--- config.mk ---
export PLATFORM = sky130hd
export DESIGN_NAME = melody_sequencer_flat
export DESIGN_NICKNAME = d
export VERILOG_FILES = /design/src/rtl/melody_sequencer_if.sv /design/src/rtl/melody_sequencer.sv /design/src/flat_wrapper.sv
export SDC_FILE = /design/constraint.sdc
export NUM_CORES = 1
export LEC_CHECK = 0
export CELL_PAD_IN_SITES_DETAIL_PLACEMENT = 2
export CELL_PAD_IN_SITES_GLOBAL_PLACEMENT = 2
export CORE_MARGIN = 3
export CORE_UTILIZATION = 33
export CTS_BUF_LIST = sky130_fd_sc_hd__clkbuf_2
export DETAILED_ROUTE_END_ITERATION = 10
export PLACE_DENSITY_LB_ADDON = 0.05
export SLEW_MARGIN = 5
export SYNTH_ARGS = -nofsm -noshare
export SYNTH_HDL_FRONTEND = slang
export SYNTH_SLANG_ARGS = --single-unit
--- constraint.sdc ---
create_clock -name clk -period 2.6 [get_ports clk]
set_input_delay 0.78 -clock clk [delete_from_list [all_inputs] [get_ports clk]]
set_output_delay 0.78 -clock clk [all_outputs]
set_load 0.01 [all_outputs]
--- src/rtl/melody_sequencer_if.sv ---
`default_nettype none
// ============================================================================
// Module  : melody_sequencer_if
// Brief   : Control, ROM and note-output signals of the melody sequencer.
// Revision: 1.0
// ============================================================================
interface melody_sequencer_if #(
  parameter int ADDR_WIDTH = 7
);
  logic                  enable;
  logic                  restart;
  logic [ADDR_WIDTH-1:0] rom_addr;
  logic [15:0]           rom_data;
  logic [7:0]            pitch;
  logic                  gate;
  logic                  note_start;
  logic                  loop_done;

  modport master (
    input  enable, restart, rom_data,
    output rom_addr, pitch, gate, note_start, loop_done
  );

  modport slave (
    output enable, restart, rom_data,
    input  rom_addr, pitch, gate, note_start, loop_done
  );
endinterface
`default_nettype wire

--- src/rtl/melody_sequencer.sv ---
`default_nettype none
// ============================================================================
// Module  : melody_sequencer
// Brief   : Steps through a melody ROM, timing each note in sixteenth units.
//           ARTICULATION_GAP_EN: silence the last GAP_TICKS cycles of each note.
// Revision: 1.0
// ============================================================================
module melody_sequencer #(
  parameter int TICKS_PER_16TH = 750000,
  parameter int MELODY_LENGTH  = 16,
  parameter int ADDR_WIDTH     = 7,
  parameter int CNT_WIDTH      = 28,
  parameter int GAP_TICKS      = 65536
) (
  input  logic               clk,
  input  logic               rst,
  melody_sequencer_if.master bus
);

  typedef enum logic [1:0] {
    S_IDLE  = 2'd0,
    S_FETCH = 2'd1,
    S_LOAD  = 2'd2,
    S_PLAY  = 2'd3
  } state_t;

  localparam logic [ADDR_WIDTH-1:0] c_LAST  = ADDR_WIDTH'(MELODY_LENGTH - 1);
  localparam logic [CNT_WIDTH-1:0]  c_TICKS = CNT_WIDTH'(TICKS_PER_16TH);
  localparam logic [CNT_WIDTH-1:0]  c_GAP   = CNT_WIDTH'(GAP_TICKS);
  localparam logic [CNT_WIDTH-1:0]  c_ONE   = CNT_WIDTH'(1);
  localparam logic [7:0]            c_REST  = 8'h80;

  state_t                r_state;
  logic [ADDR_WIDTH-1:0] r_index;
  logic [CNT_WIDTH-1:0]  r_timer;
  logic [7:0]            r_pitch;
  logic                  r_gate;
  logic                  r_note_start;
  logic                  r_loop_done;

  state_t                w_state_nx;
  logic [ADDR_WIDTH-1:0] w_index_nx;
  logic [CNT_WIDTH-1:0]  w_timer_nx;
  logic [7:0]            w_pitch_nx;
  logic                  w_gate_nx;
  logic                  w_start_nx;
  logic                  w_loop_nx;
  logic [4:0]            w_units;
  logic [CNT_WIDTH-1:0]  w_load;
  logic                  w_unused;

  // Unlisted duration codes fall back to a single sixteenth.
  function automatic logic [4:0] f_units(input logic [5:0] code);
    case (code)
      6'd1:    f_units = 5'd2;
      6'd2:    f_units = 5'd4;
      6'd3:    f_units = 5'd8;
      6'd4:    f_units = 5'd16;
      6'd5:    f_units = 5'd3;
      default: f_units = 5'd1;
    endcase
  endfunction

  assign w_units = f_units(bus.rom_data[5:0]);
  assign w_load  = (CNT_WIDTH'(w_units) * c_TICKS) - c_ONE;

  always_comb begin
    w_state_nx = r_state;
    w_index_nx = r_index;
    w_timer_nx = r_timer;
    w_pitch_nx = r_pitch;
    w_start_nx = 1'b0;
    w_loop_nx  = 1'b0;
    if (!bus.enable) begin
      // Pausing keeps index and pitch; a restart still rewinds the index.
      w_state_nx = S_IDLE;
      if (bus.restart) w_index_nx = '0;
    end else if (bus.restart) begin
      w_state_nx = S_FETCH;
      w_index_nx = '0;
    end else begin
      case (r_state)
        S_IDLE:  w_state_nx = S_FETCH;
        S_FETCH: w_state_nx = S_LOAD;
        S_LOAD: begin
          w_state_nx = S_PLAY;
          w_pitch_nx = bus.rom_data[15:8];
          w_timer_nx = w_load;
          w_start_nx = 1'b1;
        end
        S_PLAY: begin
          if (r_timer == '0) begin
            w_state_nx = S_FETCH;
            if (r_index == c_LAST) begin
              w_index_nx = '0;
              w_loop_nx  = 1'b1;
            end else begin
              w_index_nx = r_index + ADDR_WIDTH'(1);
            end
          end else begin
            w_timer_nx = r_timer - c_ONE;
          end
        end
        default: w_state_nx = S_IDLE;
      endcase
    end
  end

  // Gate is registered from next-state values so it lines up with PLAY cycles.
`ifdef ARTICULATION_GAP_EN
  assign w_gate_nx = (w_state_nx == S_PLAY) && (w_pitch_nx != c_REST) &&
                     (w_timer_nx >= c_GAP);
  assign w_unused  = &{1'b0, bus.rom_data[7:6]};
`else
  assign w_gate_nx = (w_state_nx == S_PLAY) && (w_pitch_nx != c_REST);
  assign w_unused  = &{1'b0, bus.rom_data[7:6], c_GAP};
`endif

  always_ff @(posedge clk or posedge rst) begin
    if (rst) begin
      r_state      <= S_IDLE;
      r_index      <= '0;
      r_timer      <= '0;
      r_pitch      <= c_REST;
      r_gate       <= 1'b0;
      r_note_start <= 1'b0;
      r_loop_done  <= 1'b0;
    end else begin
      r_state      <= w_state_nx;
      r_index      <= w_index_nx;
      r_timer      <= w_timer_nx;
      r_pitch      <= w_pitch_nx;
      r_gate       <= w_gate_nx;
      r_note_start <= w_start_nx;
      r_loop_done  <= w_loop_nx;
    end
  end

  assign bus.rom_addr   = r_index;
  assign bus.pitch      = r_pitch;
  assign bus.gate       = r_gate;
  assign bus.note_start = r_note_start;
  assign bus.loop_done  = r_loop_done;

endmodule
`default_nettype wire

--- src/flat_wrapper.sv ---
// flat-port wrapper written by rule: the top's interface ports become plain ports
module melody_sequencer_flat 
#(
  parameter int TICKS_PER_16TH = 750000,
  parameter int MELODY_LENGTH  = 16,
  parameter int ADDR_WIDTH     = 7,
  parameter int CNT_WIDTH      = 28,
  parameter int GAP_TICKS      = 65536
)
  (clk, rst, bus_enable, bus_restart, bus_rom_data, bus_rom_addr, bus_pitch, bus_gate, bus_note_start, bus_loop_done);
  melody_sequencer_if #(.ADDR_WIDTH(ADDR_WIDTH)) bus_i ();
  input  logic clk;
  input  logic rst;
  input wire logic [$bits(bus_i.enable)-1:0] bus_enable;
  input wire logic [$bits(bus_i.restart)-1:0] bus_restart;
  input wire logic [$bits(bus_i.rom_data)-1:0] bus_rom_data;
  output wire logic [$bits(bus_i.rom_addr)-1:0] bus_rom_addr;
  output wire logic [$bits(bus_i.pitch)-1:0] bus_pitch;
  output wire logic [$bits(bus_i.gate)-1:0] bus_gate;
  output wire logic [$bits(bus_i.note_start)-1:0] bus_note_start;
  output wire logic [$bits(bus_i.loop_done)-1:0] bus_loop_done;
  assign bus_i.enable = bus_enable;
  assign bus_i.restart = bus_restart;
  assign bus_i.rom_data = bus_rom_data;
  assign bus_rom_addr = bus_i.rom_addr;
  assign bus_pitch = bus_i.pitch;
  assign bus_gate = bus_i.gate;
  assign bus_note_start = bus_i.note_start;
  assign bus_loop_done = bus_i.loop_done;
  melody_sequencer #(.TICKS_PER_16TH(TICKS_PER_16TH), .MELODY_LENGTH(MELODY_LENGTH), .ADDR_WIDTH(ADDR_WIDTH), .CNT_WIDTH(CNT_WIDTH), .GAP_TICKS(GAP_TICKS)) u_core (.clk(clk), .rst(rst), .bus(bus_i));
endmodule
==> results of run 1 <==
-- cells by family after synthesis --
logic type	Yosys count	synth area share, %
adder cells (fa/ha/maj)	51	15.2
buffers and inverters	50	4.26
AND/OR/NAND/NOR	231	26.5
flip-flops	48	25.9
XOR/XNOR	30	5.66
other	2	0.162
AO/OA/AOI/OAI	149	21.1
multiplexers	6	1.32
-- cells in the mapped netlist (6+ instances only) --
library cell and number:
a211oi_1 7, a21o_1 10, a21oi_1 36, a31oi_1 6, and2_1 9, and3_1 8, clkbuf_1 14, dfrtp_1 47
fa_1 9, ha_1 42, inv_1 31, nand2_1 58, nand2b_1 9, nand3_1 16, nand4_1 9, nor2_1 49
nor3_1 18, nor4_1 13, o21ai_0 38, or3_1 7, xnor2_1 19, xor2_1 11
-- timing repair --
action | 4_1_cts
pin swaps | 69
buffers inserted | 21
resized for setup | 121
setup endpoints to repair | 26
-- metrics by stage --
| stage | hold slack (ps) | utilization [%] | instance area, um2 | setup WS [ps] | instances |
|---|---|---|---|---|---|
| after global placement | 488 | 47.2 | 6370 | -2950 | 897 |
| after detailed placement | 497 | 47.2 | 6370 | -3190 | 897 |
| after floorplan | 455 | - | 4870 | -2370 | 568 |
| after CTS | 553 | 52.5 | 7090 | -2030 | 922 |
==> load_flow_metrics.sql, run 1 <==
INSERT INTO impl_metrics (metric_group, metric, value, unit) VALUES
('status', 'outcome', 'aborted with a tool error', ''),
('status', 'flow.stopped_at', 'global routing', ''),
('status', 'error', '[ERROR DPL-0033] detailed placement checks failed during check placement.', ''),
('synthesis', 'synth.area.top_cells', 'dfrtp_1 (25%), ha_1 (11%), nand2_1 (4.7%)', ''),
('clocking', 'cts_max_path_buffers', '2', ''),
('synthesis', 'synth_top_cell_area_share', '25.3', '%'),
('synthesis', 'synthArstFlopShare', '100', '%'),
('synthesis', 'number_of_enable_flip_flop_cells_after_synthesis', '0', ''),
('floorplanning', 'die-width', '125', 'um'),
('synthesis', 'cell_area_after_synthesis', '4650', 'um2'),
('synthesis', 'synth_top_flop_cell', 'dfrtp_1', ''),
('synthesis', 'synth_cells', '567', ''),
('floorplanning', 'die_y', '125', 'um'),
('floorplanning', 'start_util', '34.4', '%'),
('clocking', 'cts_inserted_buffers', '5', ''),
('synthesis', 'count_of_state_elements_after_synthesis', '48', ''),
('clocking', 'cts_hold_buffers_added', '0', ''),
('synthesis', 'netlist.top_cell.by_area', 'dfrtp_1', ''),
('global_routing', 'initial_antenna_violation_count', '1', ''),
('placed_design', 'hpwlAfterDp', '15100', 'um'),
('placed_design', 'placement.io_buffers', '35', ''),
('synthesis', 'yosysSeqAreaShare', '25.9', '%'),
('floorplanning', 'std_cell_rows', '42', ''),
('timing', 'worst_endpoint_post_grt_repair', 'u_core.r_timer[23]$_DFFE_PP0P_/D', ''),
('synthesis', 'synth_cell_types', '70', ''),
('synthesis', 'syn-mean-instance-area', '8.19', 'um2'),
('placed_design', 'place.gp.congestion', '0.811', ''),
('clocking', 'ctsHtreeMaxLevel', '2', ''),
('synthesis', 'ys_warn_count', '0', ''),
('clocking', 'cts_sinks', '48', ''),
('clocking', 'clock-root-buffer', 'clkbuf_2', ''),
('global_routing', 'pin_count_of_the_biggest_net_entering_global_routing', '28', ''),
('floorplanning', 'io-pin-count', '38', ''),
('timing', 'worstEpCategory', 'sequential cell input', '');
==> inputs of run 2 (changes only) <==
CELL_PAD_IN_SITES_DETAIL_PLACEMENT = unset   (was 2)
CELL_PAD_IN_SITES_GLOBAL_PLACEMENT = unset   (was 2)
CORE_UTILIZATION = 40   (was 33)
CTS_BUF_LIST = unset   (was sky130_fd_sc_hd__clkbuf_2)
PLACE_DENSITY_LB_ADDON = 0.15   (was 0.05)
clock period = 3.4 ns   (was 2.6 ns; I/O delays follow)
==> load_flow_metrics.sql, run 2 <==
INSERT INTO impl_metrics (metric_group, metric, value, unit) VALUES
('synthesis', 'synth_cell_types', '70', ''),
('routing', 'vias', '4841', ''),
('power', 'pwr_density_cell', '273', 'nW/um2'),
('synthesis', 'synth.area.top_cells', 'dfrtp_1 (25%), ha_1 (11%), nand2_1 (4.7%)', ''),
('synthesis', 'count_of_state_elements_after_synthesis', '48', ''),
('timing', 'worst_pin_slew', '619', 'ps'),
('synthesis', 'synth_top_flop_cell', 'dfrtp_1', ''),
('global_routing', 'pin_count_of_the_biggest_net_entering_global_routing', '49', ''),
('synthesis', 'ys_warn_count', '0', ''),
('floorplanning', 'io-pin-count', '38', ''),
('clocking', 'cts_inserted_buffers', '5', ''),
('power', 'fin_total_pwr', '0.00196', 'W'),
('global_routing', 'grt_first_pass_wirelength', '23200', 'um'),
('routing', 'average_routed_wire_per_standard_cell', '15.7', 'um'),
('routing', 'drt_first_iter_violations', '264', ''),
('routing', 'drtAntennaViolNets', '0', ''),
('power', 'power.share.clock', '26.1', '%'),
('clocking', 'path_clk_slew', '60', 'ps'),
('timing', 'rsz0062_at_grt', 'yes', ''),
('power', 'swShare', '33.2', '%'),
('synthesis', 'post_synth_most_frequent_cells', 'nand2_1 (58), nor2_1 (49), dfrtp_1 (47), ha_1 (42), o21ai_0 (38)', ''),
('worst_hold_path', 'timing.hold.worst_endpoint', 'u_core.bus.pitch[2]$_DFF_PP0_', ''),
('floorplanning', 'design.die.area', '12900', 'um2'),
('final_layout', 'areaGrowthSynthToFinish', '54.5', '%'),
('worst_setup_path', 'setup.worst_path.end_class', 'register', ''),
('final_layout', 'ant_diodes', '0', ''),
('clocking', 'cts_max_path_buffers', '2', ''),
('timing', 'fin_ws', '-1660', 'ps'),
('synthesis', 'synth.most_common_cell', 'nand2_1', ''),
('floorplanning', 'std_cell_rows', '38', ''),
('global_routing', 'initial_antenna_violation_count', '0', ''),
('synthesis', 'synth-simple-area-share', '26.5', '%'),
('global_routing', 'number_of_global_route_vias_before_repair', '4922', ''),
('placed_design', 'hpwlAfterDp', '10000', 'um'),
('worst_setup_path', 'worst_setup_path_start_kind', 'input port', ''),
('global_routing', 'global_route.usage.total', '21.5', '%'),
('timing', 'clock-skew-final', '7.34', 'ps'),
('worst_hold_path', 'min-delay-path-class', 'register to register', ''),
('routing', 'routed_wl', '13800', 'um'),
('global_routing', 'global_route.overflow_total', '0', ''),
('power', 'peakVddDrop', '0.000246', 'V'),
('synthesis', 'netlist.top_cell.by_area', 'dfrtp_1', ''),
('worst_setup_path', 'reg2reg_from', 'u_core.r_timer[19]$_DFFE_PP0P_', ''),
('timing', 'timing.fmax', '198', 'MHz'),
('worst_setup_path', 'worstPathArrival', '5230', 'ps'),
('synthesis', 'synth_compound_area_share', '21.1', '%'),
('final_layout', 'leading_cell_type_in_the_layout_fill_and_taps_excluded', 'buf_4', ''),
('status', 'violated_checks', 'setup timing', ''),
('final_layout', 'final_cell_mix', 'buf_4 (127), nand2_1 (55), dfrtp_1 (47)', ''),
('status', 'outcome', 'finished with violations', ''),
('worst_setup_path', 'crit_type', 'input port to register', ''),
('worst_hold_path', 'whs_path_depth', '2', ''),
('synthesis', 'synth_adder_area_share', '15.2', '%'),
('synthesis', 'synthArstFlopShare', '100', '%'),
('synthesis', 'synth_cells', '567', ''),
('synthesis', 'cell_area_after_synthesis', '4650', 'um2'),
('routing', 'drt-pass1-iter-count', '4', ''),
('synthesis', 'number_of_enable_flip_flop_cells_after_synthesis', '0', ''),
('worst_setup_path', 'rr_endpoint', 'u_core.bus.gate$_DFF_PP0_', ''),
('timing', 'timing_hold_violations_final', '0', ''),
('routing', 'via_per_inst', '5.53', ''),
('timing', 'slew-limit-headroom', '58.7', '%'),
('timing', 'finalSetupViolCount', '20', ''),
('timing', 'final_min_period_over_clock_period', '149', '%'),
('clocking', 'tritoncts_clock_tree', 'yes', ''),
('worst_setup_path', 'regToRegSetupSlack', '360', 'ps'),
('placed_design', 'placement.io_buffers', '35', ''),
('power', 'cellLeakagePower', '3.23', 'nW'),
('clocking', 'ctsHtreeMaxLevel', '2', ''),
('worst_hold_path', 'hp-start', 'u_core.bus.pitch[2]$_DFF_PP0_', ''),
('synthesis', 'syn-mean-instance-area', '8.19', 'um2'),
('floorplanning', 'die_y', '114', 'um'),
('timing', 'timing.final.crit_period', '5060', 'ps'),
('flow_run', 'cap_violations', '0', ''),
('worst_setup_path', 'ff2ff_path_depth', '9', ''),
('floorplanning', 'floorplan.core_area', '11100', 'um2'),
('timing', 'slew_viol_final', '0', ''),
('floorplanning', 'start_util', '41.9', '%'),
('final_layout', 'layout.core_utilization', '64.8', '%'),
('synthesis', 'muxShareOfSynthArea', '1.32', '%'),
('final_layout', 'top_register', 'u_core.r_timer', ''),
('power', 'p_seq_share', '39.8', '%'),
('clocking', 'cts_sinks', '48', ''),
('final_layout', 'final_net_count', '806', ''),
('worst_setup_path', 'worst-endpoint-required', '3570', 'ps'),
('power', 'internal-power', '0.00131', 'W'),
('power', 'share_comb_of_total_power', '34.1', '%'),
('placed_design', 'place.gp.congestion', '0.843', ''),
('synthesis', 'synth_top_family_by_area', 'simple AND/OR/NAND/NOR gates', ''),
('clocking', 'clk_latency', '290', 'ps'),
('routing', 'remaining_drc_errors', '0', ''),
('clocking', 'clock-root-buffer', 'clkbuf_16', ''),
('floorplanning', 'die-width', '114', 'um'),
('power', 'switching_power', '0.000649', 'W'),
('synthesis', 'synth_xor_xnor_area_share', '5.66', '%'),
('synthesis', 'synth_top_cell_area_share', '25.3', '%'),
('synthesis', 'yosysSeqAreaShare', '25.9', '%'),
('final_layout', 'largest_register_ffs', '28', ''),
('final_layout', 'post_route_cells_drive_above_1_share', '36.8', '%'),
('worst_setup_path', 'crit_fanout', '4', '');
==> run 2: how the worst max path moves through the flow <==
stage / start / to / cells after the start
5_1_grt: bus_rom_data[3] / u_core.r_timer[23]$_DFFE_PP0P_ / 20
6_report: bus_rom_data[3] / u_core.r_timer[24]$_DFFE_PP0P_ / 20
3_3_place_gp: bus_rom_data[0] / u_core.r_timer[24]$_DFFE_PP0P_ / 18
2_1_floorplan: bus_rom_data[4] / u_core.r_timer[24]$_DFFE_PP0P_ / 20
4_1_cts: bus_rom_data[3] / u_core.r_timer[24]$_DFFE_PP0P_ / 20
3_5_place_dp: bus_rom_data[4] / u_core.r_timer[24]$_DFFE_PP0P_ / 18
==> run 2: metal layers <==
metal	share of wire, %	global-route usage (%)
met5	0	0
met4	1.7	4.99
met3	2.4	2.18
met2	53	40.4
met1	43	26.5
==> run 2: critical path: stages <==
cell      delay, ps
buf_6            90
nor3_4          210
nand4b_1        280
ha_4            320
buf_4           140
fa_1            510
inv_2            60
ha_4            270
ha_4            210
buf_6           130
a31oi_4         210
a221oi_4        110
buf_4           150
or3_4           370
buf_6           130
a211oi_2        200
nand4b_1        200
nor4_4          210
mux2i_1         120
a211o_1         280
==> run 2: layout make-up <==
type / instances / area [um2]
timing repair buffer: 178 / 1490
tap: 140 / 175
fill: 896 / 3900
sequential: 48 / 1200
inverter: 32 / 125
clock inverter: 2 / 13.8
multi-input combinational: 470 / 4030
clock buffer: 6 / 139
==> run 2: through the flow <==
step           hold slack (ps)  cells  instance area [um2]  setup WS (ps)  setup TNS (ps)
6_report                   515    876                 7180          -1660          -26360
5_1_grt                    527    876                 7180          -1890          -30650
4_1_cts                    505    865                 6870          -1550          -25560
3_5_place_dp               490    838                 6140          -2370          -41730
3_3_place_gp               481    838                 6140          -2240          -40010
2_1_floorplan              455    568                 4850          -1810          -27000
==> run 2: cell families (layout without fill, tap and decap cells) <==
kind of cell    after synthesis  count (layout)
flops                        48              48
mux                           6               6
other cells                   2               3
compound gates              149             149
buf+inv                      50             218
fa+ha+maj                    51              51
simple gates                231             231
xor+xnor                     30              30
==> run 2: what timing repair did <==
action	4_1_cts	5_1_grt
endpoints found under the setup margin	22	21
pin swaps	74	34
buffers inserted	23	14
endpoints found under the hold margin	0	0
hold buffers	0	0
resized for setup	94	49
gates cloned	0	0
==> run 2: power groups by stage <==
stage                     Combinational [W]  Clock, W  Sequential [W]
after global placement             0.000552         0        0.000778
after CTS                          0.000632  0.000519        0.000776
final                              0.000668  0.000510        0.000779
after floorplan                    0.000327         0        0.000771
after global routing               0.000733  0.000544        0.000793
after detailed placement           0.000566         0        0.000783
(Power assumes the default switching activity.)
